==> src/rtl/serial_add_seq.sv <==
// serial_add_seq: bit-serial add/subtract sequencer that drives an external
// one-bit full-adder cell LSB first. Operands are loaded on start, one bit
// pair per clock is presented to the cell, and the returned sum bits are
// shifted into the result register. Carry-out and signed overflow are
// reported together with a one-cycle done pulse.
module serial_add_seq #(
    parameter int WIDTH = 8
) (
    input  logic             clk,
    input  logic             rst,
    input  logic             start,
    input  logic             sub,
    input  logic [WIDTH-1:0] op_a,
    input  logic [WIDTH-1:0] op_b,
    output logic             fa_a,
    output logic             fa_b,
    output logic             fa_cin,
    input  logic             fa_sum,
    input  logic             fa_cout,
    output logic             busy,
    output logic             done,
    output logic [WIDTH-1:0] result,
    output logic             cout,
    output logic             ovf
);

    localparam int CW = (WIDTH > 1) ? $clog2(WIDTH) : 1;
    localparam logic [CW-1:0] LAST_BIT = CW'(WIDTH - 1);

    typedef enum logic [1:0] {
        S_IDLE = 2'd0,
        S_RUN  = 2'd1,
        S_DONE = 2'd2
    } state_t;

    state_t           r_state;
    logic [CW-1:0]    r_cnt;
    logic             r_carry;
    logic             r_c_msb;
    logic [WIDTH-1:0] r_a_sr;
    logic [WIDTH-1:0] r_b_sr;
    logic [WIDTH-1:0] r_result;
    logic             r_busy;
    logic             r_done;

    // Sequencer FSM plus operand/result shift registers; subtraction is done
    // as A + ~B + 1 by inverting B at load time and seeding the carry with 1.
    always_ff @(posedge clk) begin
        if (rst) begin
            r_state  <= S_IDLE;
            r_cnt    <= '0;
            r_carry  <= 1'b0;
            r_c_msb  <= 1'b0;
            r_a_sr   <= '0;
            r_b_sr   <= '0;
            r_result <= '0;
            r_busy   <= 1'b0;
            r_done   <= 1'b0;
        end else begin
            case (r_state)
                S_IDLE, S_DONE: begin
                    r_done <= 1'b0;
                    if (start) begin
                        r_a_sr  <= op_a;
                        r_b_sr  <= sub ? ~op_b : op_b;
                        r_carry <= sub;
                        r_cnt   <= '0;
                        r_busy  <= 1'b1;
                        r_state <= S_RUN;
                    end else begin
                        r_state <= S_IDLE;
                    end
                end
                S_RUN: begin
                    r_result <= {fa_sum, r_result[WIDTH-1:1]};
                    r_carry  <= fa_cout;
                    r_a_sr   <= r_a_sr >> 1;
                    r_b_sr   <= r_b_sr >> 1;
                    r_cnt    <= r_cnt + CW'(1);
                    if (r_cnt == LAST_BIT) begin
                        // carry presented to the MSB, needed for overflow
                        r_c_msb <= r_carry;
                        r_busy  <= 1'b0;
                        r_done  <= 1'b1;
                        r_state <= S_DONE;
                    end
                end
                default: begin
                    r_busy  <= 1'b0;
                    r_done  <= 1'b0;
                    r_state <= S_IDLE;
                end
            endcase
        end
    end

    // Full-adder drive comes straight from registers and is forced low
    // whenever the sequencer is not in RUN.
    assign fa_a   = r_a_sr[0] & r_busy;
    assign fa_b   = r_b_sr[0] & r_busy;
    assign fa_cin = r_carry   & r_busy;

    // The carry register is only touched in RUN or on an accepted start, so
    // cout/ovf stay valid from DONE until the next operation begins.
    assign busy   = r_busy;
    assign done   = r_done;
    assign result = r_result;
    assign cout   = r_carry;
    assign ovf    = r_c_msb ^ r_carry;

endmodule

==> config.mk <==
export PLATFORM = sky130hd
export DESIGN_NAME = serial_add_seq
export DESIGN_NICKNAME = d
export VERILOG_FILES = /design/src/rtl/serial_add_seq.sv
export SDC_FILE = /design/constraint.sdc
export NUM_CORES = 1
export LEC_CHECK = 0
export BUFFER_PORTS_ARGS = -buffer_cell sky130_fd_sc_hd__buf_4
export CELL_PAD_IN_SITES_DETAIL_PLACEMENT = 0
export CELL_PAD_IN_SITES_GLOBAL_PLACEMENT = 2
export CORE_MARGIN = 1
export CORE_UTILIZATION = 27
export DETAILED_ROUTE_END_ITERATION = 10
export PLACE_DENSITY = 0.8
export SYNTH_ARGS = -nofsm -noshare
export SYNTH_HDL_FRONTEND = slang
export SYNTH_SLANG_ARGS = --single-unit
==> constraint.sdc <==
create_clock -name clk -period 1.1 [get_ports clk]
set_input_delay 0.11 -clock clk [delete_from_list [all_inputs] [get_ports clk]]
set_output_delay 0.11 -clock clk [all_outputs]
set_load 0.005 [all_outputs]
# Yosys cells after proc, flatten, opt, wreduce, memory -nomap -nowiden
# Cells that the tools add are included.
[word_totals]
regBits = 33
in_bits = 22
out_inout_bits = 15
elab_cells = 43
[classes]
addsub = 1
n_eq_ne = 5
muxes = 15
bitwise = 6
reduce_logical = 7
[op_table]
columns = ["op", "n"]
rows = [
  ["$pmux 8 s2", 2],
  ["$mux 8", 3],
  ["$not 8->8", 1],
  ["$pmux 3 s2", 1],
  ["$reduce_and 2->1", 3],
  ["$mux 1", 4],
  ["$ne 2x2->1 const B", 2],
  ["$pmux 1 s2", 2],
  ["$pmux 2 s2", 1],
  ["$reduce_or 2->1", 2],
  ["$add 3x1->3 const B", 1],
  ["$and 1x1->1", 3],
  ["$eq 3x3->1 const B", 1],
  ["$mux 3", 1],
  ["$eq 2x1->1 const B", 1],
  ["$eq 2x2->1 const B", 1],
  ["$logic_not 2->1", 1],
  ["$mux 2", 1],
  ["$reduce_bool 2->1", 1],
  ["$not 1->1", 1],
  ["$xor 1x1->1", 1],
]

# Longest topological paths before layout
# Gate-level depths: netlist (run 1).
[logic_depth]
ltp_word = 4
ltp_mapped = 5
mapped_depth_nobuf = 5

# Worst setup path before layout (run 1)
# OpenSTA, ideal clock, no wires.
[synth_path]
path_type = "reg2reg"
startpoint = "register r_state[0]"
endpoint = "register r_b_sr[4]"
setup_ns = 0.132
t_arrival_ns = 0.943
required_time_ns = 0.968
setup_slack_ns = 0.025
path_stages_with_launch = 6
n_path_buf = 2
synth_period_minus_slack_ns = 1.075
path_cell_list = "dfxtp_1 -> nor2b_2 -> buf_6 -> buf_6 -> a22oi_1 -> a21oi_1"
[synth_via]
elab_chain_cells = 4
word_cells_on_any_way = 8
classes_between = "3 x eq/ne; 1 x mux; 4 x reduce/logical"
[synth_rtl]
columns = ["element", "line_no", "rtl"]
rows = [
  ["start: declaration", "36", "state_t r_state;"],
  ["start signal: assignment", "50", "r_state <= S_IDLE;"],
  ["start signal: assignment", "69", "r_state <= S_RUN;"],
  ["start signal: assignment", "71", "r_state <= S_IDLE;"],
  ["$eq 2x2->1 / $logic_not 2->1 (equally long branches)", "60", "case (r_state)"],
  ["$reduce_or 2->1", "60", ""],
  ["$ne 2x2->1 (no line) / $reduce_bool 2->1 (equally long branches)", "-", ""],
  ["$reduce_and 2->1 (no line)", "-", ""],
  ["end signal: assignment", "65", "r_b_sr <= sub ? ~op_b : op_b;"],
  ["end signal: assignment", "78", "r_b_sr <= r_b_sr >> 1;"],
  ["end: declaration", "41", "logic [WIDTH-1:0] r_b_sr;"],
]
# Several ways; a longest one is shown, not always the timed one.
# A chain may end at the register's enable or synchronous reset.

# Final worst setup path (run 1)
[layout_path]
startpoint = "register r_state[0]"
endpoint = "register r_a_sr[1]"
[layout_via]
elab_chain_cells = 4
word_cells_on_any_way = 8
classes_between = "3 x eq/ne; 1 x mux; 4 x reduce/logical"
[layout_rtl]
columns = ["element", "line_no", "rtl"]
rows = [
  ["$eq 2x2->1 / $logic_not 2->1 (equally long branches)", "60", ""],
  ["$reduce_or 2->1", "60", ""],
  ["$ne 2x2->1 (no line) / $reduce_bool 2->1 (equally long branches)", "-", ""],
  ["$reduce_and 2->1 (no line)", "-", ""],
  ["end signal: assignment", "64", "r_a_sr <= op_a;"],
  ["end signal: assignment", "77", "r_a_sr <= r_a_sr >> 1;"],
  ["end: declaration", "40", "logic [WIDTH-1:0] r_a_sr;"],
]
# Several ways; a longest one is shown, not always the timed one.

==> metrics, run 1 <==
Worst Hold Launch=fa_sum; HPWL Detailed=2480 um; Site Rows=25; Die Height=74.1 um; Initial Util=0.289; Post-DRT Antenna Nets=0; endpoints failing hold=0; Synth Cell Area=1400 um^2; drt total wl=3550 um; Layout Cells excl Fill=269; gr usage total=0.146; crit path kind=reg2reg; leakage power=0.744 nW; Tcrit/Tclk final=0.962; # placed instances=262; min-delay worst type=in2reg; Multi-input gate area=704 um^2; first-pass GRT wire length=5950 um; Layout fillers=514; clk root buf=clkbuf_8; crit path DAT=1.21 ns; layout cells sized above 1=0.337; maxcap violations=0; antenna violations before repair=0; VDD IR-drop max=657 uV; M1 GR Usage=0.165; hold buffer count at cts=0; status=finished, final reports clean; Worst-path clk slew=0.06 ns; Worst-Skew Late Latency=0.28 ns; Die Wd=74.1 um; die footprint=5490 um^2; Final Max Tran Viols=0; Mapped Nets=187; CTS Buffer Depth=2; DR vias=1,288; Antenna Cells=0; min cycle time layout=1.06 ns; vias in the first global route=1,301; Syn Area/Cell=8.60 um^2; Setup Fix Bufs, Post-CTS=0; Fmax=0.945 GHz; Slew @ Worst Pin=0.348 ns; I/O Buffers=36; met3 usage=0.0556; Seq/Total Area, Yosys=0.471; Setup crit start=r_state[0]; nets@finish=226; router iterations before antenna repair=4; CTS H-Tree Depth=2; Routed WL per cell=13.2 um; Setup WS post-layout=0.0423 ns; CP max FO=7; vias per cell=4.79; core outline area=4850 um^2; worst flop-to-flop path startpoint=r_state[0]; RSZ-0062 raised after global routing=true; cts bufs inserted=5; CTS Sinks=33; CTS tree=built; Congestion Overflow GR=0; pre-CTS setup slack=-0.0746 ns; Yosys warnings=0; Syn Inst Count=163; Final GP Congestion=0.706; normalized max-slew margin=0.768; # IOs=37; 1st-iter DRT viols=71; DRC viols=0; gr busiest metal=met2; Cell Pwr Density=1360 nW/um^2; P&R area growth vs syn=36.3%; largest net degree at the start of global routing=34; total power=2.61 mW; Yosys cell types=20; GRT met2 Usage=0.252; Critical Path RT=1.25 ns; Register Area=673 um^2; Critical Path Start Type=flip-flop; final number of setup-violating endpoints=0; Worst setup EP type=flip-flop; Clock Skew=0.00415 ns; flops & latches, synth=33
[worst max-delay path, cell delays in order (launching register included)]
cell,delay (ns)
dfxtp_4,0.36
nor2b_4,0.14
buf_4,0.16
a22oi_1,0.18
a21oi_1,0.09
[area by class of cell]
cell class                 count  area share
clock buffer                   7      0.0452
inverter                       1     0.00196
multi-input combinational    114       0.368
sequential                    33       0.352
tap                           67      0.0438
timing repair buffer          47       0.188
[timing repair]
item,CTS,global route
pin swaps,1,2
endpoints found under the hold margin,0,0
endpoints found under the setup margin,8,27
resized for setup,10,12
[report_power, final]
| part | switching, mW | total, mW | internal (mW) | leakage [nW] |
|---|---|---|---|---|
| registers | 0.0483 | 1.31 | 1.26 | 0.272 |
| clock network | 0.401 | 0.897 | 0.496 | 0.0443 |
| logic | 0.204 | 0.405 | 0.200 | 0.427 |
[worst paths after layout]
path	end	slack [ns]	cells past startpoint
max	r_a_sr[1]	0.04	4
min	result[7]	0.08	3
max reg2reg	r_a_sr[1]	0.04	4
min reg2reg	result[0]	0.46	2
[sequential cells by signal (all words and copies together) (netlist names), 2 cells and up]
register  count
result        8
r_a_sr        8
r_cnt         3
r_state       2
r_b_sr        8
[routing by layer]
| metal | wire length [um] | vias to the layer above |
|---|---|---|
| met5 | 0 | - |
| met4 | 18 | 0 |
| met3 | 232 | 2 |
| met2 | 1780 | 39 |
| met1 | 1520 | 608 |
| li1 | - | 639 |
[synthesized netlist by cell type]
library cell | instances | area share
dfxtp_1 | 33 | 0.47
nor2b_2 | 1 | 0.0062
buf_4 | 3 | 0.016
clkbuf_1 | 4 | 0.011
o21ai_0 | 1 | 0.0036
a21oi_1 | 31 | 0.11
ha_1 | 2 | 0.018
xor2_1 | 9 | 0.056
buf_2 | 5 | 0.018
nor2_1 | 3 | 0.0080
a22oi_1 | 15 | 0.080
nand3_1 | 21 | 0.075
nor2b_1 | 1 | 0.0045
nor3_1 | 2 | 0.0071
and2_1 | 3 | 0.013
buf_6 | 3 | 0.024
nand2_1 | 21 | 0.056
o21bai_1 | 1 | 0.0054
nand2b_1 | 3 | 0.013
inv_1 | 1 | 0.0027
[kinds of logic after synthesis]
family	count (synthesis)	synth area share
AOI/OAI and AO/OA	48	0.200
adders and majority gates	2	0.0178
xor gates and xnor gates	9	0.0562
buffers and inverters	16	0.0714
DFF	33	0.471
and+or+nand+nor	55	0.184
[stage by stage]
step           setup TNS [ns]  area, um^2  utilization  hold slack, ns
6_report                    0        1910        0.394          0.0838
5_1_grt               -0.0267        1910        0.394           0.103
4_1_cts                     0        1860        0.384          0.0743
3_5_place_dp          -0.0746        1740        0.359           0.377
3_3_place_gp                0        1740        0.359           0.363
2_1_floorplan               0        1400            -           0.246
[layout by cell type, fill, tap and decap left out, types with 4 or more instances in the layout]
master / Yosys / final
a21oi_1: 31 / 31
xor2_1: 9 / 9
a22oi_2: 0 / 5
clkbuf_8: 0 / 6
nand2_1: 21 / 21
a22oi_1: 15 / 10
nand3_1: 21 / 21
dfxtp_1: 33 / 27
buf_4: 3 / 45
dfxtp_2: 0 / 4
Note: power is estimated with default switching activity, not from simulation.
==> run 2, diff against run 1 <==
--- a/config.mk
+++ b/config.mk
@@ -11,7 +11,7 @@
 export CORE_MARGIN = 1
 export CORE_UTILIZATION = 27
 export DETAILED_ROUTE_END_ITERATION = 10
-export PLACE_DENSITY = 0.8
+export PLACE_DENSITY = 0.78
 export SYNTH_ARGS = -nofsm -noshare
 export SYNTH_HDL_FRONTEND = slang
 export SYNTH_SLANG_ARGS = --single-unit
==> constraint.sdc (replaced) <==
create_clock -name clk -period 0.9 [get_ports clk]
set_input_delay 0.09 -clock clk [delete_from_list [all_inputs] [get_ports clk]]
set_output_delay 0.09 -clock clk [all_outputs]
set_load 0.005 [all_outputs]
==> run 2 against run 1 <==
The run now ends with setup timing left. Register-to-register slack got worse by 0.19 ns. Sequential share of layout area fell by 2.1 points. Die area did not move. Sequential power rose by 22%. Cell count rose by 1.1%. Highest routed layer unchanged. Critical endpoint is now r_cnt[0]. Setup slack got worse by 0.19 ns. Power rose by 23%. Count of clock-buffer cells in the layout fell by 2. Non-clock buffer count rose by 4.
==> metrics, run 2 (synthesized netlist as in run 1, its figures left out) <==
status=finished with violations; failing checks=setup timing; cells on worst reg2reg path=4 (unchanged); DR vias=1,279 (-0.70%); endpoints failing hold=0 (unchanged); Critical Path Start Type=flip-flop; HPWL Detailed=2320 um (-6.4%); cts bufs inserted=5 (unchanged); Hold Path Sink=result[7]; leakage power=0.794 nW (+6.8%); Final Max Tran Viols=0 (unchanged); Slew @ Worst Pin=0.359 ns (+0.0108 ns); CTS H-Tree Depth=2 (unchanged); Post-DRT Antenna Nets=0 (unchanged); nets@finish=230 (+1.8%); Min-Delay Path Depth=3 (unchanged); crit path kind=reg2reg; slowest stage cell, crit path=dfxtp_4; Worst-path clk slew=0.06 ns (about the same); Routed WL per cell=12.5 um (-5.5%); Post-Route Setup TNS=-4.20 ns (-4.20 ns); DRC viols=0 (unchanged); worst r2r dst=r_cnt[0]; commonest non-fill, non-tap cell in the layout=buf_4; Site Rows=25 (unchanged); antenna violations before repair=0 (unchanged); most frequent cells in the layout=buf_4, a21oi_1, dfxtp_1, nand3_1, nand2_1; vias in the first global route=1,192 (-8.4%); 1st-iter DRT viols=91 (+28%); Layout fillers=482 (-6.2%); min-delay worst type=in2reg; CTS Sinks=33 (unchanged); hold buffer count at cts=0 (unchanged); normalized max-slew margin=0.761 (-0.00719); Setup WS post-layout=-0.148 ns (-0.191 ns); drt total wl=3390 um (-4.5%); Worst setup EP type=flip-flop; Worst Hold Launch=fa_sum; maxcap violations=0 (unchanged); vias per cell=4.70 (-1.8%); min cycle time layout=1.05 ns (-0.00944 ns); Final Instance Area=2060 um^2 (+7.5%); Hold WS=0.0644 ns (-0.0194 ns); Die Height=74.1 um (unchanged); I/O Buffers=36 (unchanged); total power=3.20 mW (+23%); P&R area growth vs syn=46.6%; router iterations before antenna repair=4 (unchanged); die footprint=5490 um^2 (unchanged); clk root buf=clkbuf_8; final number of setup-violating endpoints=37 (+37); Initial Util=0.289 (unchanged); Cell Pwr Density=1550 nW/um^2 (+14%); Worst-Skew Late Latency=0.28 ns (about the same); gr usage total=0.134 (-0.0123); Fmax=0.954 GHz (+0.90%); VDD IR-drop max=518 uV (-21%); RSZ-0062 raised after global routing=true; CP max FO=6 (-1); r2r setup slk=-0.15 ns (-0.19 ns); DP Area=1860 um^2 (+6.8%); Critical Path RT=1.10 ns (-0.15 ns); largest net degree at the start of global routing=34 (unchanged); Die Wd=74.1 um (unchanged); first-pass GRT wire length=5610 um (-5.8%); CTS tree=built; critical-path cell list=nor2b_4 -> buf_4 -> nand2b_1 -> a21oi_1; worst flop-to-flop path startpoint=r_state[0]; crit path DAT=1.25 ns (+0.04 ns); Congestion Overflow GR=0 (unchanged); Tcrit/Tclk final=1.16 (+0.203); Max stage delay on crit path=0.38 ns (+0.02 ns); CTS Buffer Depth=2 (unchanged); # IOs=37 (unchanged); Final GP Congestion=0.686 (-2.9%); Antenna Cells=0 (unchanged); Clock Skew=0.00550 ns (+0.00135 ns); core outline area=4850 um^2 (unchanged); final core utilization=0.424 (+0.0297); layout cells sized above 1=0.434 (+0.0975)
-- run 2: per-stage QoR --
| stage | cells | setup WS [ns] |
|---|---|---|
| floorplan | 163 | -0.128 |
| global route | 272 | -0.214 |
| detailed placement | 263 | -0.216 |
| finish | 272 | -0.148 |
| global placement | 263 | -0.128 |
| CTS | 271 | -0.152 |
-- run 2: critical path: cells and delay by family (launching register included) --
kind	cells	cell delay (ns)
AND/OR/NAND/NOR	2	0.26
flip-flops	1	0.38
buffers and inverters	1	0.18
AO/OA/AOI/OAI	1	0.15
-- run 2: repair_timing --
item                       in CTS  in global routing
buffers inserted                2                  1
pin swaps                       5                  4
setup endpoints to repair      39                 39
hold endpoints to repair        0                  0
gates resized for setup        20                  9
-- run 2: worst max path at each step --
stage	startpoint	to	slack, ns	depth (start not counted)
after CTS	r_state[0]	r_cnt[0]	-0.15	4
after floorplan	r_state[0]	r_a_sr[0]	-0.13	5
final	r_state[0]	r_cnt[0]	-0.15	4
after global routing	r_state[0]	r_cnt[0]	-0.21	4
after detailed placement	r_state[1]	r_b_sr[3]	-0.22	4
after global placement	r_state[1]	r_b_sr[1]	-0.13	4
-- run 2: where the power goes --
group	total [mW]	internal (mW)	switching, mW
sequential	1.60	1.54	0.0624
combinational	0.594	0.319	0.275
clock	1.00	0.508	0.497
total	3.20	2.36	0.834
-- run 2: layout make-up --
class                           count  area, um^2  share of cell area
Sequential cell                    33         681               0.331
Clock buffer                        5        68.8              0.0335
Clock inverter                      1        5.00             0.00243
Multi-Input combinational cell    114         771               0.375
Tap cell                           67        83.8              0.0408
Timing Repair Buffer               51         443               0.215
Inverter                            1        3.75             0.00183
-- run 2: layer usage --
metal  GRT usage  wire [um]  vias to the layer above
met3      0.0379        164                        7
met1       0.175       1520                      594
met4      0.0513         54                        0
met5           0          0                        -
met2       0.209       1660                       26
li1            -          -                      652
